**src/rtl/vga_rect_fill_if.sv**
```systemverilog
// Request/pixel bundle between a fill requester, vga_rect_fill and the frame-buffer writer.
// Pixel handshake: a pixel transfers on a clock edge where plot && ready; while ready is low the
// producer holds plot, x, y and color stable, and it never withdraws plot once raised.
interface vga_rect_fill_if #(
  parameter int X_W     = 8,
  parameter int Y_W     = 7,
  parameter int COLOR_W = 3
);
  logic               start;
  logic [X_W-1:0]     x0;
  logic [Y_W-1:0]     y0;
  logic [X_W-1:0]     rect_w;
  logic [Y_W-1:0]     rect_h;
  logic [COLOR_W-1:0] color_in;
  logic               ready;
  logic               busy;
  logic               plot;
  logic [X_W-1:0]     x;
  logic [Y_W-1:0]     y;
  logic [COLOR_W-1:0] color;
  logic               done;

  modport slave (
    input  start, x0, y0, rect_w, rect_h, color_in, ready,
    output busy, plot, x, y, color, done
  );

  modport master (
    output start, x0, y0, rect_w, rect_h, color_in, ready,
    input  busy, plot, x, y, color, done
  );
endinterface

```
**src/rtl/vga_rect_fill.sv**
```systemverilog
// Row-major rectangle filler for the VGA frame buffer, clipped to the visible screen,
// emitting one pixel per accepted plot/ready cycle.
module vga_rect_fill #(
  parameter int X_W      = 8,
  parameter int Y_W      = 7,
  parameter int COLOR_W  = 3,
  parameter int SCREEN_W = 160,
  parameter int SCREEN_H = 120
) (
  input  logic               clock,
  input  logic               resetn,
  vga_rect_fill_if.slave     bus,
  output logic [1:0]         state_o
);

  typedef enum logic [1:0] {
    IDLE  = 2'd0,
    SETUP = 2'd1,
    DRAW  = 2'd2,
    DONE  = 2'd3
  } state_t;

  localparam logic [X_W:0] SCR_W = (X_W+1)'(SCREEN_W);
  localparam logic [Y_W:0] SCR_H = (Y_W+1)'(SCREEN_H);

  state_t             state_q;
  logic [X_W-1:0]     x0_q, w_q, x_q;
  logic [Y_W-1:0]     y0_q, h_q, y_q;
  logic [X_W:0]       x_end_q;
  logic [Y_W:0]       y_end_q;
  logic [COLOR_W-1:0] color_q;
  logic               busy_q, plot_q, done_q;

  logic [X_W:0] x_sum_d, x_end_d, x_inc_d;
  logic [Y_W:0] y_sum_d, y_end_d, y_inc_d;
  logic         degenerate_d;

  // Sums carry one extra bit so a rectangle running past the edge clips instead of wrapping.
  always_comb begin
    x_sum_d      = {1'b0, x0_q} + {1'b0, w_q};
    y_sum_d      = {1'b0, y0_q} + {1'b0, h_q};
    x_end_d      = (x_sum_d > SCR_W) ? SCR_W : x_sum_d;
    y_end_d      = (y_sum_d > SCR_H) ? SCR_H : y_sum_d;
    x_inc_d      = {1'b0, x_q} + (X_W+1)'(1);
    y_inc_d      = {1'b0, y_q} + (Y_W+1)'(1);
    degenerate_d = (w_q == '0) || (h_q == '0) ||
                   ({1'b0, x0_q} >= SCR_W) || ({1'b0, y0_q} >= SCR_H);
  end

  always_ff @(posedge clock) begin
    if (!resetn) begin
      state_q <= IDLE;
      x0_q    <= '0;
      y0_q    <= '0;
      w_q     <= '0;
      h_q     <= '0;
      x_q     <= '0;
      y_q     <= '0;
      x_end_q <= '0;
      y_end_q <= '0;
      color_q <= '0;
      busy_q  <= 1'b0;
      plot_q  <= 1'b0;
      done_q  <= 1'b0;
    end else begin
      case (state_q)
        IDLE: begin
          done_q <= 1'b0;
          plot_q <= 1'b0;
          if (bus.start) begin
            x0_q    <= bus.x0;
            y0_q    <= bus.y0;
            w_q     <= bus.rect_w;
            h_q     <= bus.rect_h;
            color_q <= bus.color_in;
            busy_q  <= 1'b1;
            state_q <= SETUP;
          end
        end
        SETUP: begin
          x_end_q <= x_end_d;
          y_end_q <= y_end_d;
          if (degenerate_d) begin
            done_q  <= 1'b1;
            state_q <= DONE;
          end else begin
            x_q     <= x0_q;
            y_q     <= y0_q;
            plot_q  <= 1'b1;
            state_q <= DRAW;
          end
        end
        DRAW: begin
          if (bus.ready) begin
            if (x_inc_d == x_end_q) begin
              if (y_inc_d == y_end_q) begin
                plot_q  <= 1'b0;
                done_q  <= 1'b1;
                state_q <= DONE;
              end else begin
                x_q <= x0_q;
                y_q <= y_inc_d[Y_W-1:0];
              end
            end else begin
              x_q <= x_inc_d[X_W-1:0];
            end
          end
        end
        DONE: begin
          done_q  <= 1'b0;
          busy_q  <= 1'b0;
          state_q <= IDLE;
        end
        default: state_q <= IDLE;
      endcase
    end
  end

  assign bus.busy  = busy_q;
  assign bus.plot  = plot_q;
  assign bus.x     = x_q;
  assign bus.y     = y_q;
  assign bus.color = color_q;
  assign bus.done  = done_q;
  assign state_o   = state_q;

endmodule

```
**src/flat_wrapper.sv**
```systemverilog
// flat-port wrapper written by rule: the top's interface ports become plain ports
module vga_rect_fill_flat 
#(
  parameter int X_W      = 8,
  parameter int Y_W      = 7,
  parameter int COLOR_W  = 3,
  parameter int SCREEN_W = 160,
  parameter int SCREEN_H = 120
)
  (clock, resetn, state_o, bus_start, bus_x0, bus_y0, bus_rect_w, bus_rect_h, bus_color_in, bus_ready, bus_busy, bus_plot, bus_x, bus_y, bus_color, bus_done);
  vga_rect_fill_if #(.X_W(X_W), .Y_W(Y_W), .COLOR_W(COLOR_W)) bus_i ();
  input  logic clock;
  input  logic resetn;
  output logic [1:0] state_o;
  input wire logic [$bits(bus_i.start)-1:0] bus_start;
  input wire logic [$bits(bus_i.x0)-1:0] bus_x0;
  input wire logic [$bits(bus_i.y0)-1:0] bus_y0;
  input wire logic [$bits(bus_i.rect_w)-1:0] bus_rect_w;
  input wire logic [$bits(bus_i.rect_h)-1:0] bus_rect_h;
  input wire logic [$bits(bus_i.color_in)-1:0] bus_color_in;
  input wire logic [$bits(bus_i.ready)-1:0] bus_ready;
  output wire logic [$bits(bus_i.busy)-1:0] bus_busy;
  output wire logic [$bits(bus_i.plot)-1:0] bus_plot;
  output wire logic [$bits(bus_i.x)-1:0] bus_x;
  output wire logic [$bits(bus_i.y)-1:0] bus_y;
  output wire logic [$bits(bus_i.color)-1:0] bus_color;
  output wire logic [$bits(bus_i.done)-1:0] bus_done;
  assign bus_i.start = bus_start;
  assign bus_i.x0 = bus_x0;
  assign bus_i.y0 = bus_y0;
  assign bus_i.rect_w = bus_rect_w;
  assign bus_i.rect_h = bus_rect_h;
  assign bus_i.color_in = bus_color_in;
  assign bus_i.ready = bus_ready;
  assign bus_busy = bus_i.busy;
  assign bus_plot = bus_i.plot;
  assign bus_x = bus_i.x;
  assign bus_y = bus_i.y;
  assign bus_color = bus_i.color;
  assign bus_done = bus_i.done;
  vga_rect_fill #(.X_W(X_W), .Y_W(Y_W), .COLOR_W(COLOR_W), .SCREEN_W(SCREEN_W), .SCREEN_H(SCREEN_H)) u_core (.clock(clock), .resetn(resetn), .bus(bus_i), .state_o(state_o));
endmodule
```
**config.mk**
```make
export PLATFORM = sky130hd
export DESIGN_NAME = vga_rect_fill_flat
export DESIGN_NICKNAME = d
export VERILOG_FILES = /design/src/rtl/vga_rect_fill_if.sv /design/src/rtl/vga_rect_fill.sv /design/src/flat_wrapper.sv
export SDC_FILE = /design/constraint.sdc
export NUM_CORES = 1
export LEC_CHECK = 0
export BUFFER_PORTS_ARGS = -buffer_cell sky130_fd_sc_hd__buf_4
export CAP_MARGIN = 30
export CORE_UTILIZATION = 45
export CTS_CLUSTER_DIAMETER = 120
export DETAILED_ROUTE_END_ITERATION = 12
export GPL_ROUTABILITY_DRIVEN = 0
export PLACE_DENSITY = 0.65
export SYNTH_ARGS = -nofsm -noshare
export SYNTH_HDL_FRONTEND = slang
export SYNTH_SLANG_ARGS = --single-unit
```
**constraint.sdc**
```tcl
create_clock -name clock -period 4.7 [get_ports clock]
set_input_delay 0.47 -clock clock [delete_from_list [all_inputs] [get_ports clock]]
set_output_delay 0.47 -clock clock [all_outputs]
set_load 0.01 [all_outputs]
```
==> impl_metrics.yaml, run 1 <==
run_status:
  status: "complete, but fails checks"
  violations: "design-rule violations"
floorplanning:
  ios: 60
  die_h_um: 97.9
  die-area_um2: 9580
  row_count: 34
  die_w_um: 97.9
  start_util: 0.470
  core_area_um2: 8810
clock_network:
  ctsResizeCount: 0
  cts-buffers-inserted: 9
  post_cts_buffers: 0
  postCtsHoldBufs: 0
  cts-root-buf: "clkbuf_8"
  cts_tree: "built"
  clk_pin_slew_ps: 70
  clk_path_buf_depth: 2
  clock_sinks: 70
  clock_latency_ps: 340
  cts_htree_levels: 3
detailed_routing:
  route.antenna.remaining_nets: 0
  drtPass1Iterations: 8
  drc: 2
  wl_per_cell_um: 15.2
  viasPerCell: 5.64
  vias: 3838
  wl_um: 10300
  drt_iter0_drc: 158
pwr:
  p_per_area_nw_per_um2: 473
  p_leak_nw: 1.93
  ir_drop_mv: 0.249
  power.total_mw: 2.27
timing:
  slew_viol_final: 0
  clock_skew_ps: 8.43
  worstMarginPinSlew_ps: 702
  finalCritPeriodShare: 0.653
  fin_tns_setup_ps: 0
  slew_headroom: 0.532
  min_period_ps: 3070
  maxClockFrequency_mhz: 326
  setup_violations: 0
  worst_slack_ps: 1630
  hold_viol_final: 0
  rsz0062_at_grt: "false"
place:
  portBuffers: 59
  dp_slack_ps: 1700
  dpl_cell_area_um2: 4650
  post-dp-hpwl_um: 7680
logic_synthesis:
  ys_seq_elements: 70
  synth_edf_count: 0
  netlist_top_cells_count: "nand2_1 (91), dfxtp_1 (70), a21oi_1 (61)"
  syn_inst: 521
  synth.area.top_cells: "dfxtp_1 (34%), nand2_1 (8.3%), a21oi_1 (7.4%), ha_1 (6.4%), xnor2_1 (3.6%)"
  synth_nets: 581
  synth_top_cell_area_share: 0.339
  yosysWarnings: 0
  ys_async_sr_fraction: 0
  ys_seq_area_frac: 0.339
  synth_area_leader_cell: "dfxtp_1"
  avgSynthCellArea_um2: 7.94
  syn-cell-area_um2: 4140
  ys.flop_type: "dfxtp_1"
  synth_most_common_cell: "nand2_1"
  synth_cell_type_count: 67
job:
  drv_cap: 0
worst_setup_path:
  worstSetupEndpointType: "flip-flop"
  worstSetupStartpoint: "u_core.bus.x[0]$_SDFFE_PN0P_"
  start_kind: "flip-flop"
  crit_path_max_incr_delay_ps: 580
  cp_num_buf_inv: 0
  crit_type: "reg2reg"
  worst_ep_arrival_time_ps: 3280
  cp.required_ps: 4920
  r2r-start: "u_core.bus.x[0]$_SDFFE_PN0P_"
  crit_path_cell_trace: "ha_1 > nand3_1 > nor4b_1 > a211o_1 > and4_1 > nand2b_1 > mux2_1 > mux2i_1 > nor2_1"
  critPathSlowestCell: "nand2b_1"
  cp_top_family: "simple AND/OR/NAND/NOR gates"
  cp_max_fo: 20
worst_hold_path:
  hp-start: "bus_rect_h[3]"
  hold_path_class: "in2reg"
final_layout:
  drive_gt1_frac: 0.159
  design_area_um2: 4810
  n_antenna_cell: 0
  area_growth_pct: 16.2
  final_core_util: 0.546
  nets: 629
global_route:
  grt_remaining_overflow: 0
  grt_pass1_vias: 3591
  grt_max_degree: 37
  grt_pass1_wl_um: 17300
  antenna_found_initial: 0
  track_usage: 0.224
## flip-flops by register name, summed over array words and instances, names as in the netlist
| signal | cells |
|---|---|
| u_core.y0_q | 7 |
| u_core.x_end_q | 9 |
| u_core.bus.x | 8 |
| u_core.x0_q | 8 |
| u_core.bus.done | 1 |
| u_core.h_q | 7 |
| u_core.bus.plot | 1 |
| u_core.bus.busy | 1 |
| u_core.state_o | 2 |
| u_core.w_q | 8 |
| u_core.bus.y | 7 |
| u_core.y_end_q | 8 |
| u_core.bus.color | 3 |
## routing by layer
metal	vias to the layer above	global-route usage	part of all wire	wire, µm
met1	1793	0.326	0.51	5240
li1	1954	-	-	-
met3	9	0.0379	0.047	491
met5	-	0	0	0
met2	82	0.336	0.44	4500
met4	0	0.0734	0.011	115
## power breakdown
| part | switching (mW) | internal (mW) | total, mW |
|---|---|---|---|
| Combinational | 0.560 | 0.423 | 0.983 |
| Sequential | 0.158 | 0.711 | 0.869 |
| Clock | 0.221 | 0.199 | 0.420 |
## layout make-up
type                            instances  area (µm²)
Clock buffer                           12         145
Clock inverter                          2        10.0
Fill cell                             863        4000
Inverter                               19        71.3
Multi-Input combinational cell        407        2550
Sequential cell                        70        1400
Tap cell                              108         135
Timing Repair Buffer                   62         493
## layout by cell type, fill, tap and decap left out, types with 5 or more instances in the layout
cell	synthesis	final
xnor2_1	17	17
a21o_1	7	7
clkbuf_8	0	10
nor3_1	24	24
nand2_1	91	91
nand2b_1	7	7
nor2_1	26	26
a32o_1	8	8
o21ai_0	14	14
ha_1	21	21
o22ai_2	5	5
nor2b_1	5	5
o21ai_1	11	11
buf_4	3	60
and3_1	5	5
dfxtp_1	70	70
nor4_1	6	6
or3_1	5	5
a21oi_1	61	61
inv_1	19	19
o211ai_1	6	6
nand3_1	17	17
xor2_1	7	7
## per-stage QoR
step	instances	hold slack [ps]
3_5_place_dp	666	452
3_3_place_gp	664	446
6_report	680	373
2_1_floorplan	521	453
4_1_cts	680	359
5_1_grt	680	372
## worst register-to-register path: stages (launching register included)
cell      delay (ps)
dfxtp_1          530
ha_1             340
nand3_1          190
nor4b_1          330
a211o_1          150
and4_1           240
nand2b_1         580
mux2_1           380
mux2i_1          130
nor2_1            60
## final timing paths
kind / end / slack (ps) / cells after the start
worst max-delay path: u_core.bus.x[1]$_SDFFE_PN0P_ / 1630 / 9
worst min-delay path: u_core.h_q[3]$_SDFFE_PN0P_ / 370 / 3
worst max register to register: u_core.bus.x[1]$_SDFFE_PN0P_ / 1630 / 9
worst min register to register: u_core.bus.color[2]$_SDFFE_PN0P_ / 460 / 2
## kinds of logic after synthesis
group / synth area share
AO/OA/AOI/OAI: 0.240
multiplexers: 0.00998
flip-flops: 0.339
buffers and inverters: 0.0445
XOR/XNOR: 0.0508
adder cells (fa/ha/maj): 0.0732
AND/OR/NAND/NOR: 0.243
(Power assumes the default switching activity.)
==> inputs of run 2 (changes only) <==
==> constraint.sdc (replaced) <==
create_clock -name clock -period 2.85 [get_ports clock]
set_input_delay 0.285 -clock clock [delete_from_list [all_inputs] [get_ports clock]]
set_output_delay 0.285 -clock clock [all_outputs]
set_load 0.01 [all_outputs]
==> impl_metrics.yaml, run 2 (synthesis gave the netlist of run 1 again) <==
worst_setup_path:
  crit_type: "reg2reg"
  worstSetupEndpointType: "flip-flop"
  worst_ep_arrival_time_ps: 2830
  cp_max_fo: 7
  ff2ff_path_depth: 9
  rrSetupSlack_ps: 250
  start_kind: "flip-flop"
  worstSetupStartpoint: "u_core.bus.y[1]$_SDFFE_PN0P_"
  r2r_end: "u_core.bus.x[1]$_SDFFE_PN0P_"
  cp.required_ps: 3080
  crit_path_end: "u_core.bus.x[1]$_SDFFE_PN0P_"
  r2r-start: "u_core.bus.y[1]$_SDFFE_PN0P_"
final_layout:
  drive_gt1_frac: 0.174
  largest_reg_flops: 9
  nets: 636
  design_area_um2: 4910
  final_cell_mix: "nand2_1 (91), dfxtp_1 (70), buf_4 (68)"
  regMostFlops: "u_core.x_end_q"
  n_antenna_cell: 0
  mostFrequentLayoutCell: "nand2_1"
  area_growth_pct: 18.6
detailed_routing:
  drc: 2
  vias: 3934
  route.met2.wl_um: 4410
  viasPerCell: 5.71
  wl_um: 10300
  drt_iter0_drc: 244
  wl_per_cell_um: 15.0
  drtPass1Iterations: 9
  route.antenna.remaining_nets: 0
  wl_met3_um: 543
  wl_met1_um: 5240
  top_layer_used: "met4"
timing:
  setup_violations: 0
  min_period_ps: 2600
  rsz0062_at_grt: "false"
  holdWs_ps: 179
  slew_headroom: 0.579
  hold_viol_final: 0
  finalCritPeriodShare: 0.913
  slew_viol_final: 0
  fin_tns_setup_ps: 0
  maxClockFrequency_mhz: 384
  clock_skew_ps: 7.32
  worstMarginPinSlew_ps: 629
floorplanning:
  start_util: 0.470
  row_count: 34
  die_h_um: 97.9
  die-area_um2: 9580
  core_area_um2: 8810
  ios: 60
  die_w_um: 97.9
global_route:
  antenna_found_initial: 0
  grt_remaining_overflow: 0
  track_usage: 0.220
  grt_max_degree: 33
  grt_pass1_vias: 3484
  grt_pass1_wl_um: 17000
clock_network:
  postCtsHoldBufs: 0
  cts-root-buf: "clkbuf_8"
  post_cts_buffers: 0
  cts-buffers-inserted: 9
  ctsResizeCount: 0
  cts_tree: "built"
  clk_pin_slew_ps: 80
  clock_latency_ps: 350
  cts_htree_levels: 3
  clock_sinks: 70
  clk_path_buf_depth: 2
place:
  post-dp-hpwl_um: 7640
  dpl_cell_area_um2: 4680
  portBuffers: 59
pwr:
  p_per_area_nw_per_um2: 818
  p_leak_nw: 1.98
  power.total_mw: 4.01
  ir_drop_mv: 0.412
worst_hold_path:
  hold_path_class: "in2reg"
run_status:
  status: "complete, but fails checks"
  violations: "design-rule violations"
job:
  drv_cap: 0
-- run 2: cell count changes in the layout (fill, tap and decap cells not counted), sizes merged --
cell,before,now
buf,62,69
bufinv,0,2
clkbuf,12,11
clkinv,2,1
clkinvlp,0,1
inv,19,20
-- run 2: report_power, final --
group,switching (mW),internal (mW)
logic,0.965,0.730
registers,0.239,1.17
clock network,0.391,0.519
-- run 2: critical path: stages, from the launching register on --
cell and delay (ps):
dfxtp_1 430, ha_1 260, nand3_1 150, or2_1 300, xnor2_1 160, o2111ai_1 260
nor3_1 300, a21o_1 340, mux2i_1 230, nor2_1 50
-- run 2: worst min path at each step --
| stage | end | start | cells past startpoint |
|---|---|---|---|
| floorplan | u_core.h_q[0]$_SDFFE_PN0P_ | bus_rect_h[0] | 2 |
| global placement | u_core.bus.color[2]$_SDFFE_PN0P_ | u_core.bus.color[2]$_SDFFE_PN0P_ | 2 |
| detailed placement | u_core.bus.color[0]$_SDFFE_PN0P_ | u_core.bus.color[0]$_SDFFE_PN0P_ | 2 |
| CTS | u_core.h_q[5]$_SDFFE_PN0P_ | bus_rect_h[5] | 3 |
| global route | u_core.y0_q[6]$_SDFFE_PN0P_ | bus_y0[6] | 3 |
| finish | u_core.h_q[4]$_SDFFE_PN0P_ | bus_rect_h[4] | 3 |
-- run 2: cell type report --
cell class | instances | area (µm²)
Fill cell | 863 | 3900
Multi-Input combinational cell | 407 | 2550
Sequential cell | 70 | 1400
Timing Repair Buffer | 69 | 526
Clock buffer | 11 | 141
Tap cell | 108 | 135
Clock inverter | 5 | 81.3
Inverter | 19 | 71.3
-- run 2: per-stage QoR --
stage,util,worst slack [ps],instances
4_1_cts,0.557,245,689
3_3_place_gp,0.530,308,672
6_report,0.557,247,689
5_1_grt,0.557,46.2,689
2_1_floorplan,-,377,521
3_5_place_dp,0.532,255,673
-- run 2: routing by layer --
metal / vias up / track usage
li1: 1978 / -
met1: 1818 / 0.332
met2: 125 / 0.313
met3: 13 / 0.0387
met4: 0 / 0.0676
met5: - / 0
==> inputs of run 3 (changes only) <==
--- a/config.mk
+++ b/config.mk
@@ -7,11 +7,12 @@
 export LEC_CHECK = 0
 export BUFFER_PORTS_ARGS = -buffer_cell sky130_fd_sc_hd__buf_4
 export CAP_MARGIN = 30
-export CORE_UTILIZATION = 45
+export CORE_UTILIZATION = 58
 export CTS_CLUSTER_DIAMETER = 120
+export CTS_CLUSTER_SIZE = 16
 export DETAILED_ROUTE_END_ITERATION = 12
 export GPL_ROUTABILITY_DRIVEN = 0
-export PLACE_DENSITY = 0.65
+export PLACE_DENSITY = 0.81
 export SYNTH_ARGS = -nofsm -noshare
 export SYNTH_HDL_FRONTEND = slang
 export SYNTH_SLANG_ARGS = --single-unit
==> impl_metrics.yaml, run 3 (synthesis gave the netlist of run 1 again) <==
run_status:
  status: "finished clean"
floorplanning:
  die_h_um: 86.5
  start_util: 0.605
  die_w_um: 86.5
  ios: 60
  core_area_um2: 6830
  row_count: 30
  die-area_um2: 7470
timing:
  maxClockFrequency_mhz: 379
  slew_headroom: 0.585
  setup_violations: 0
  fin_tns_setup_ps: 0
  holdWs_ps: 188
  rsz0062_at_grt: "false"
  worst_slack_ps: 208
  worstMarginPinSlew_ps: 620
  hold_viol_final: 0
  finalCritPeriodShare: 0.927
  slew_viol_final: 0
  min_period_ps: 2640
  clock_skew_ps: 7.60
pwr:
  switching_share: 0.413
  p_leak_nw: 1.95
  p_sw_mw: 1.56
  comb_power_share: 0.445
  power_frac_seq: 0.376
  power.share.clock: 0.179
  internal_power_mw: 2.22
  power.total_mw: 3.78
  ir_drop_mv: 0.600
  p_per_area_nw_per_um2: 785
clock_network:
  postCtsHoldBufs: 0
  clock_sinks: 70
  clock_latency_ps: 340
  cts_htree_levels: 3
  cts-root-buf: "clkbuf_8"
  clk_path_buf_depth: 2
  post_cts_buffers: 0
  cts_tree: "built"
  ctsResizeCount: 0
  clk_pin_slew_ps: 70
  cts-buffers-inserted: 9
worst_setup_path:
  worstSetupEndpointType: "flip-flop"
  start_kind: "flip-flop"
  worst_ep_arrival_time_ps: 2880
  cp.required_ps: 3080
  cp_max_fo: 6
  crit_type: "reg2reg"
global_route:
  antenna_found_initial: 0
  grt_pass1_vias: 3675
  grt_max_degree: 37
  track_usage: 0.292
  grt_remaining_overflow: 0
  grt_pass1_wl_um: 17100
final_layout:
  nets: 635
  mostFrequentLayoutCell: "nand2_1"
  design_area_um2: 4820
  final_core_util: 0.705
  drive_gt1_frac: 0.171
  fillCellCount: 587
  n_antenna_cell: 0
  area_growth_pct: 16.5
  fin_cells: 674
  final_cell_mix: "nand2_1 (91), dfxtp_1 (70), buf_4 (68)"
  regMostFlops: "u_core.x_end_q"
  largest_reg_flops: 9
detailed_routing:
  wl_per_cell_um: 15.2
  wl_um: 10200
  drt_iter0_drc: 187
  viasPerCell: 5.94
  vias: 4005
  drtPass1Iterations: 5
  drc: 0
  route.antenna.remaining_nets: 0
place:
  portBuffers: 59
  dpl_cell_area_um2: 4650
  dp_slack_ps: 209
  post-dp-hpwl_um: 7670
  dp.cells: 660
job:
  drv_cap: 0
worst_hold_path:
  hold_path_class: "in2reg"
[run 3: area by class of cell]
class                      instances  area (µm²)  area share
multi-input combinational        407        2560       0.531
clock buffer                      12         145      0.0301
tap                               96         120      0.0249
inverter                          19        71.3      0.0148
timing repair buffer              68         510       0.106
sequential                        70        1400       0.291
clock inverter                     2        10.0     0.00208
[run 3: final timing paths]
kind	from	endpoint	slack, ps	depth (start not counted)
max	u_core.bus.x[1]$_SDFFE_PN0P_	u_core.state_o[0]$_SDFFE_PN0P_	210	9
min	bus_rect_h[5]	u_core.h_q[5]$_SDFFE_PN0P_	190	3
max reg2reg	u_core.bus.x[1]$_SDFFE_PN0P_	u_core.state_o[0]$_SDFFE_PN0P_	210	9
min reg2reg	u_core.bus.color[2]$_SDFFE_PN0P_	u_core.bus.color[2]$_SDFFE_PN0P_	470	2
[run 3: critical path: stages, from the launching register on]
cell      delay [ps]
dfxtp_1          460
ha_1             320
and3_1           280
a311oi_1         120
a211o_1          300
and4_1           220
nor3b_2          180
a21o_1           220
and2_1           190
o221a_1          240
[run 3: metal layers]
metal  global-route usage  routed length, µm
met2                0.470               4750
met3               0.0676                634
met4               0.0864                106
met5                    0                  0
met1                0.392               4760
[run 3: power by group through the flow]
stage | Combinational [mW] | Sequential, mW | Clock, mW
after floorplan | 1.19 | 1.38 | 0
after global placement | 1.60 | 1.42 | 0
after global routing | 1.87 | 1.44 | 0.726
after detailed placement | 1.65 | 1.43 | 0
after CTS | 1.66 | 1.41 | 0.681
final | 1.68 | 1.42 | 0.677
